### config.mk
export PLATFORM = sky130hd
export DESIGN_NAME = mem_access_stage_flat
export DESIGN_NICKNAME = d
export VERILOG_FILES = /design/src/rtl/mem_access_stage_if.sv /design/src/rtl/mem_access_stage.sv /design/src/flat_wrapper.sv
export SDC_FILE = /design/constraint.sdc
export NUM_CORES = 1
export LEC_CHECK = 0
export CORE_AREA = 2 2 122 124
export DETAILED_ROUTE_END_ITERATION = 12
export DIE_AREA = 0 0 124 126
export PLACE_DENSITY = 0.76
export SETUP_SLACK_MARGIN = 0.2
export SYNTH_ARGS = -nofsm -noshare
export SYNTH_HDL_FRONTEND = slang
export SYNTH_SLANG_ARGS = --single-unit
### constraint.sdc
create_clock -name clk -period 3.75 [get_ports clk]
set_input_delay 0.375 -clock clk [delete_from_list [all_inputs] [get_ports clk]]
set_output_delay 0.375 -clock clk [all_outputs]
set_load 0.05 [all_outputs]
### src/rtl/mem_access_stage_if.sv
// Signal bundle for the memory-access stage: pipeline-side inputs, the data-memory
// req/ack bus and the stage results. The stage uses the master modport.
interface mem_access_stage_if;
  logic        mem_read;
  logic        mem_write;
  logic        byte_op;
  logic        half_op;
  logic        load_extended;
  logic [31:0] address;
  logic [31:0] write_data;
  logic [31:0] mem_rdata;
  logic        mem_ack;

  logic        mem_req;
  logic        mem_we;
  logic [31:0] mem_addr;
  logic [3:0]  mem_byte_en;
  logic [31:0] mem_wdata;
  logic [31:0] read_data;
  logic        stall;
  logic        align_err;
  logic        bus_err;

  modport master (
    input  mem_read, mem_write, byte_op, half_op, load_extended,
    input  address, write_data, mem_rdata, mem_ack,
    output mem_req, mem_we, mem_addr, mem_byte_en, mem_wdata,
    output read_data, stall, align_err, bus_err
  );

  modport slave (
    output mem_read, mem_write, byte_op, half_op, load_extended,
    output address, write_data, mem_rdata, mem_ack,
    input  mem_req, mem_we, mem_addr, mem_byte_en, mem_wdata,
    input  read_data, stall, align_err, bus_err
  );
endinterface

### src/rtl/mem_access_stage.sv
// Memory-access pipeline stage: one load/store per instruction over a variable-latency
// req/ack data memory, with pipeline stall, misalignment and bus-timeout reporting.
module mem_access_stage #(
  parameter int TIMEOUT = 255,
  parameter int CNT_W   = 8
) (
  input logic              clk,
  input logic              rst,
  mem_access_stage_if.master bus
);

  typedef enum logic [1:0] {IDLE, BUSY, DONE} state_t;

  state_t           state;
  logic [CNT_W-1:0] count;
  logic [1:0]       lane;
  logic             is_byte;
  logic             is_half;
  logic             is_load;
  logic             extend;

  logic             request;
  logic             misaligned;
  logic [3:0]       byte_en;
  logic [31:0]      wdata;
  logic [7:0]       byte_val;
  logic [15:0]      half_val;
  logic [31:0]      load_data;

  assign request = bus.mem_read | bus.mem_write;

  // Lane enables and replicated store data for the access presented in IDLE.
  always_comb begin
    misaligned = 1'b0;
    byte_en    = 4'b1111;
    wdata      = bus.write_data;
    if (bus.byte_op) begin
      wdata = {4{bus.write_data[7:0]}};
      if (!bus.mem_read) byte_en = 4'b0001 << bus.address[1:0];
    end else if (bus.half_op) begin
      misaligned = bus.address[0];
      wdata      = {2{bus.write_data[15:0]}};
      if (!bus.mem_read) byte_en = bus.address[1] ? 4'b1100 : 4'b0011;
    end else begin
      misaligned = (bus.address[1:0] != 2'b00);
    end
  end

  // Lane extraction uses the latched width/lane so inputs may change while BUSY.
  always_comb begin
    byte_val  = bus.mem_rdata[{lane, 3'b000} +: 8];
    half_val  = bus.mem_rdata[{lane[1], 4'b0000} +: 16];
    load_data = bus.mem_rdata;
    if (is_byte)
      load_data = {{24{extend & byte_val[7]}}, byte_val};
    else if (is_half)
      load_data = {{16{extend & half_val[15]}}, half_val};
  end

  // Reset forces Stall low even if an aligned request is sitting on the inputs.
  assign bus.stall = !rst && ((state == BUSY) ||
                              (state == IDLE && request && !misaligned));

  always_ff @(posedge clk or posedge rst) begin
    if (rst) begin
      state           <= IDLE;
      count           <= '0;
      lane            <= 2'b00;
      is_byte         <= 1'b0;
      is_half         <= 1'b0;
      is_load         <= 1'b0;
      extend          <= 1'b0;
      bus.mem_req     <= 1'b0;
      bus.mem_we      <= 1'b0;
      bus.mem_addr    <= '0;
      bus.mem_byte_en <= '0;
      bus.mem_wdata   <= '0;
      bus.read_data   <= '0;
      bus.align_err   <= 1'b0;
      bus.bus_err     <= 1'b0;
    end else begin
      bus.align_err <= 1'b0;
      bus.bus_err   <= 1'b0;
      unique case (state)
        IDLE: begin
          if (request && misaligned) begin
            bus.align_err <= 1'b1;
            bus.read_data <= '0;
          end else if (request) begin
            bus.mem_addr    <= {bus.address[31:2], 2'b00};
            bus.mem_we      <= bus.mem_write & ~bus.mem_read;
            bus.mem_byte_en <= byte_en;
            bus.mem_wdata   <= wdata;
            lane            <= bus.address[1:0];
            is_byte         <= bus.byte_op;
            is_half         <= bus.half_op & ~bus.byte_op;
            is_load         <= bus.mem_read;
            extend          <= bus.load_extended;
            bus.mem_req     <= 1'b1;
            count           <= '0;
            state           <= BUSY;
          end
        end
        BUSY: begin
          if (bus.mem_ack) begin
            bus.mem_req <= 1'b0;
            if (is_load) bus.read_data <= load_data;
            state <= DONE;
          end else if (count == CNT_W'(TIMEOUT - 1)) begin
            bus.mem_req   <= 1'b0;
            bus.bus_err   <= 1'b1;
            bus.read_data <= '0;
            state         <= DONE;
          end else begin
            count <= count + 1'b1;
          end
        end
        DONE:    state <= IDLE;
        default: state <= IDLE;
      endcase
    end
  end

endmodule
### src/flat_wrapper.sv
// flat-port wrapper written by rule: the top's interface ports become plain ports
module mem_access_stage_flat 
#(
  parameter int TIMEOUT = 255,
  parameter int CNT_W   = 8
)
  (clk, rst, bus_mem_read, bus_mem_write, bus_byte_op, bus_half_op, bus_load_extended, bus_address, bus_write_data, bus_mem_rdata, bus_mem_ack, bus_mem_req, bus_mem_we, bus_mem_addr, bus_mem_byte_en, bus_mem_wdata, bus_read_data, bus_stall, bus_align_err, bus_bus_err);
  mem_access_stage_if bus_i ();
  input logic clk;
  input logic rst;
  input wire logic [$bits(bus_i.mem_read)-1:0] bus_mem_read;
  input wire logic [$bits(bus_i.mem_write)-1:0] bus_mem_write;
  input wire logic [$bits(bus_i.byte_op)-1:0] bus_byte_op;
  input wire logic [$bits(bus_i.half_op)-1:0] bus_half_op;
  input wire logic [$bits(bus_i.load_extended)-1:0] bus_load_extended;
  input wire logic [$bits(bus_i.address)-1:0] bus_address;
  input wire logic [$bits(bus_i.write_data)-1:0] bus_write_data;
  input wire logic [$bits(bus_i.mem_rdata)-1:0] bus_mem_rdata;
  input wire logic [$bits(bus_i.mem_ack)-1:0] bus_mem_ack;
  output wire logic [$bits(bus_i.mem_req)-1:0] bus_mem_req;
  output wire logic [$bits(bus_i.mem_we)-1:0] bus_mem_we;
  output wire logic [$bits(bus_i.mem_addr)-1:0] bus_mem_addr;
  output wire logic [$bits(bus_i.mem_byte_en)-1:0] bus_mem_byte_en;
  output wire logic [$bits(bus_i.mem_wdata)-1:0] bus_mem_wdata;
  output wire logic [$bits(bus_i.read_data)-1:0] bus_read_data;
  output wire logic [$bits(bus_i.stall)-1:0] bus_stall;
  output wire logic [$bits(bus_i.align_err)-1:0] bus_align_err;
  output wire logic [$bits(bus_i.bus_err)-1:0] bus_bus_err;
  assign bus_i.mem_read = bus_mem_read;
  assign bus_i.mem_write = bus_mem_write;
  assign bus_i.byte_op = bus_byte_op;
  assign bus_i.half_op = bus_half_op;
  assign bus_i.load_extended = bus_load_extended;
  assign bus_i.address = bus_address;
  assign bus_i.write_data = bus_write_data;
  assign bus_i.mem_rdata = bus_mem_rdata;
  assign bus_i.mem_ack = bus_mem_ack;
  assign bus_mem_req = bus_i.mem_req;
  assign bus_mem_we = bus_i.mem_we;
  assign bus_mem_addr = bus_i.mem_addr;
  assign bus_mem_byte_en = bus_i.mem_byte_en;
  assign bus_mem_wdata = bus_i.mem_wdata;
  assign bus_read_data = bus_i.read_data;
  assign bus_stall = bus_i.stall;
  assign bus_align_err = bus_i.align_err;
  assign bus_bus_err = bus_i.bus_err;
  mem_access_stage #(.TIMEOUT(TIMEOUT), .CNT_W(CNT_W)) u_core (.clk(clk), .rst(rst), .bus(bus_i));
endmodule
==> results.py <==
metrics = {
    "run_status": {
        "status": "finished, final reports clean",
    },
    "layout": {
        "nNetsFinal": 868,
        "design_area_sq_um": 8428,
        "antenna_cells": 0,
        "layout_common_cells": "clkdlybuf4s50_1, nand2_1, dfrtp_1",
        "area.growth.synth_to_final_pct": 46.75,
        "layout_commonest_cell": "clkdlybuf4s50_1",
        "layout-drive-gt1-share_pct": 12.77,
    },
    "timing": {
        "relSlewSlack_pct": 38.80,
        "worst_slew_pin_slew_ns": 0.9179,
        "rsz0062_at_grt": "no",
        "finalMaxSlewViolations": 0,
        "finalCritPeriodShare_pct": 63.20,
        "setup_viol": 0,
        "fmax_mhz": 421.9,
        "fin_setup_tns_ns": 0,
        "hold_viol": 0,
        "fin_crit_ns": 2.370,
        "finClkSkew_ns": 0.004287,
    },
    "clocking": {
        "cts.clk_slew.worst_paths_ns": 0.05,
        "cts_made_buffers": 17,
        "h-tree-depth": 4,
        "cts.sinks": 118,
        "ctsResizeCount": 0,
        "clock-root-buffer": "clkbuf_16",
        "clockBufferDepth": 2,
        "cts_tree": "done",
        "hold_buffers": 0,
        "cts_setup_buffers": 0,
        "clkLatencyLatePin_ns": 0.41,
    },
    "logic_synthesis": {
        "syn_inst": 565,
        "synth_top_area_share_pct": 51.42,
        "synthDistinctLibCells": 42,
        "yosys_warnings": 0,
        "syn_area_sq_um": 5743,
        "synthTopCellsByArea": "dfrtp_1, nand2_1, mux2i_1",
        "synth_top_cell_by_area": "dfrtp_1",
        "synth-seq-area-share_pct": 51.42,
        "ys_seq_elements": 118,
        "synth.avg_cell_area_sq_um": 10.16,
    },
    "critical_path": {
        "path_buf_inv": 2,
        "path_cells": "clkdlybuf4s50_1 > nor2_1 > nor3_2 > nand2_4 > a21oi_1 > buf_12",
        "critPathKind": "in2out",
        "endpoint_kind": "primary output",
        "required_ns": 3.38,
        "crit_slowest_cell": "clkdlybuf4s50_1",
        "max_stage_delay_ns": 0.60,
        "path_delay_family": "buffers and inverters",
        "path_max_fanout": 7,
        "critPathLaunchType": "input pin",
        "arrival_ns": 1.99,
    },
    "power_and_ir_drop": {
        "clock_power_share_pct": 18.0,
        "leakage_nw": 3.950,
        "pwr-share-seq_pct": 28.1,
        "p_switching_mw": 3.788,
        "switching_share_pct": 47.20,
        "p_int_mw": 4.238,
        "ir_drop_mv": 0.5285,
        "comb_power_share_pct": 53.9,
        "p_per_area_nw_per_um2": 952.4,
    },
    "route": {
        "antenna_left": 0,
        "drt_wl_total_mm": 16.35,
        "vias_per_cell": 5.084,
        "drc": 0,
        "num_vias": 4876,
        "drtIter0Drc": 247,
        "firstDrtPassIters": 5,
        "post_drt_wl_per_cell_um": 17.04,
    },
    "floorplan": {
        "die_x_um": 124,
        "die-area_sq_um": 15620,
        "io_pins": 209,
        "fp.dieH_um": 126,
        "start_util_pct": 40.12,
        "coreArea_sq_um": 14310,
        "num_rows": 44,
    },
    "min_path": {
        "hold_class": "reg2reg",
    },
    "placed_design": {
        "hpwl_mm": 11.68,
        "placed_area_sq_um": 7898,
        "portBuffers": 206,
        "gp_congestion": 0.8587,
    },
    "global_routing": {
        "grt_pass1_vias": 4938,
        "antenna_found_initial": 0,
        "grt_usage_pct": 20.96,
        "gr-total-overflow": 0,
        "grt_max_degree": 104,
        "grt_first_pass_wirelength_mm": 25.23,
    },
    "flow_run": {
        "cap_violations": 0,
    },
}
[final timing paths]
path / from / endpoint / slack, ns / depth (start not counted)
worst min register to register: u_core.count[7] / u_core.count[7] / 0.47 / 1
worst max register to register: u_core.is_half / u_core.bus.read_data[2] / 1.47 / 5
worst max-delay path: bus_mem_read / bus_stall / 1.38 / 6
min in group asynchronous: rst / u_core.state[1] / 0.50 / 2
worst min-delay path: u_core.count[7] / u_core.count[7] / 0.47 / 1
max in group asynchronous: rst / u_core.bus.read_data[15] / 2.36 / 3
[cell type report]
type | count | area (sq um)
repair buffers | 213 | 2125
inverters | 4 | 17.52
well taps | 184 | 230.2
flip-flops and latches | 118 | 2953
clock buffers | 23 | 478.0
fillers | 1210 | 5886
multi-input cells | 408 | 2572
clock inverters | 9 | 52.55
[synth_stat cells, drive strengths merged]
library cell and number:
nand2 167, dfrtp 118, o21ai 61, mux2 41
mux2i 40, nor2 40, buf 22, clkbuf 14
a21oi 10, mux4 8, o31ai 6, nand2b 5
inv 4, and3 3, nor2b 3, nor3 3
ha 2, nand3 2, nor3b 2, a211o 1
a211oi 1, a21boi 1, a21o 1, a31oi 1
and2 1, and3b 1, and4 1, conb 1
nand3b 1, nand4 1, o21bai 1, or2 1
xor2 1
[flip-flops by register name, summed over array words and instances (netlist names), 2 cells and up]
register and cells:
u_core.bus.mem_addr 30, u_core.bus.mem_wdata 32, u_core.count 8, u_core.bus.mem_byte_en 4
u_core.state 2, u_core.lane 2, u_core.bus.read_data 32
[metal layers]
layer | global-route usage (%) | vias up | wire length (um)
li1 | - | 2291 | -
met1 | 25.16 | 2364 | 6712
met2 | 35.23 | 199 | 8009
met3 | 6.793 | 22 | 1372
met4 | 7.204 | 0 | 251
met5 | 0 | - | 0
[power groups by stage]
| stage | logic (mW) | clock network, mW | registers [mW] |
|---|---|---|---|
| after floorplan | 1.31 | 0 | 3.84 |
| after global placement | 4.28 | 0 | 2.24 |
| after detailed placement | 4.35 | 0 | 2.26 |
| after CTS | 4.36 | 1.47 | 2.26 |
| after global routing | 4.56 | 1.53 | 2.33 |
| final | 4.33 | 1.45 | 2.25 |
[metrics by stage]
stage / util, % / hold WS, ns / worst slack, ns / instances / power, mW
after floorplan: - / 0.4370 / 0.2459 / 566 / 5.150
after global placement: 55.17 / 0.4563 / 1.270 / 927 / 6.513
after detailed placement: 55.17 / 0.4594 / 1.158 / 927 / 6.614
after CTS: 58.88 / 0.4705 / 1.393 / 959 / 8.087
after global routing: 58.88 / 0.4817 / 1.282 / 959 / 8.422
final: 58.88 / 0.4658 / 1.380 / 959 / 8.027
[cell families after synthesis]
family	synth area share, %
mux	18.80
xor+xnor	0.1525
compound gates	8.235
other cells	0.06530
flops	51.42
simple gates	16.91
fa+ha+maj	0.4357
buf+inv	3.987
No activity file was read; power rests on OpenSTA's default activity.
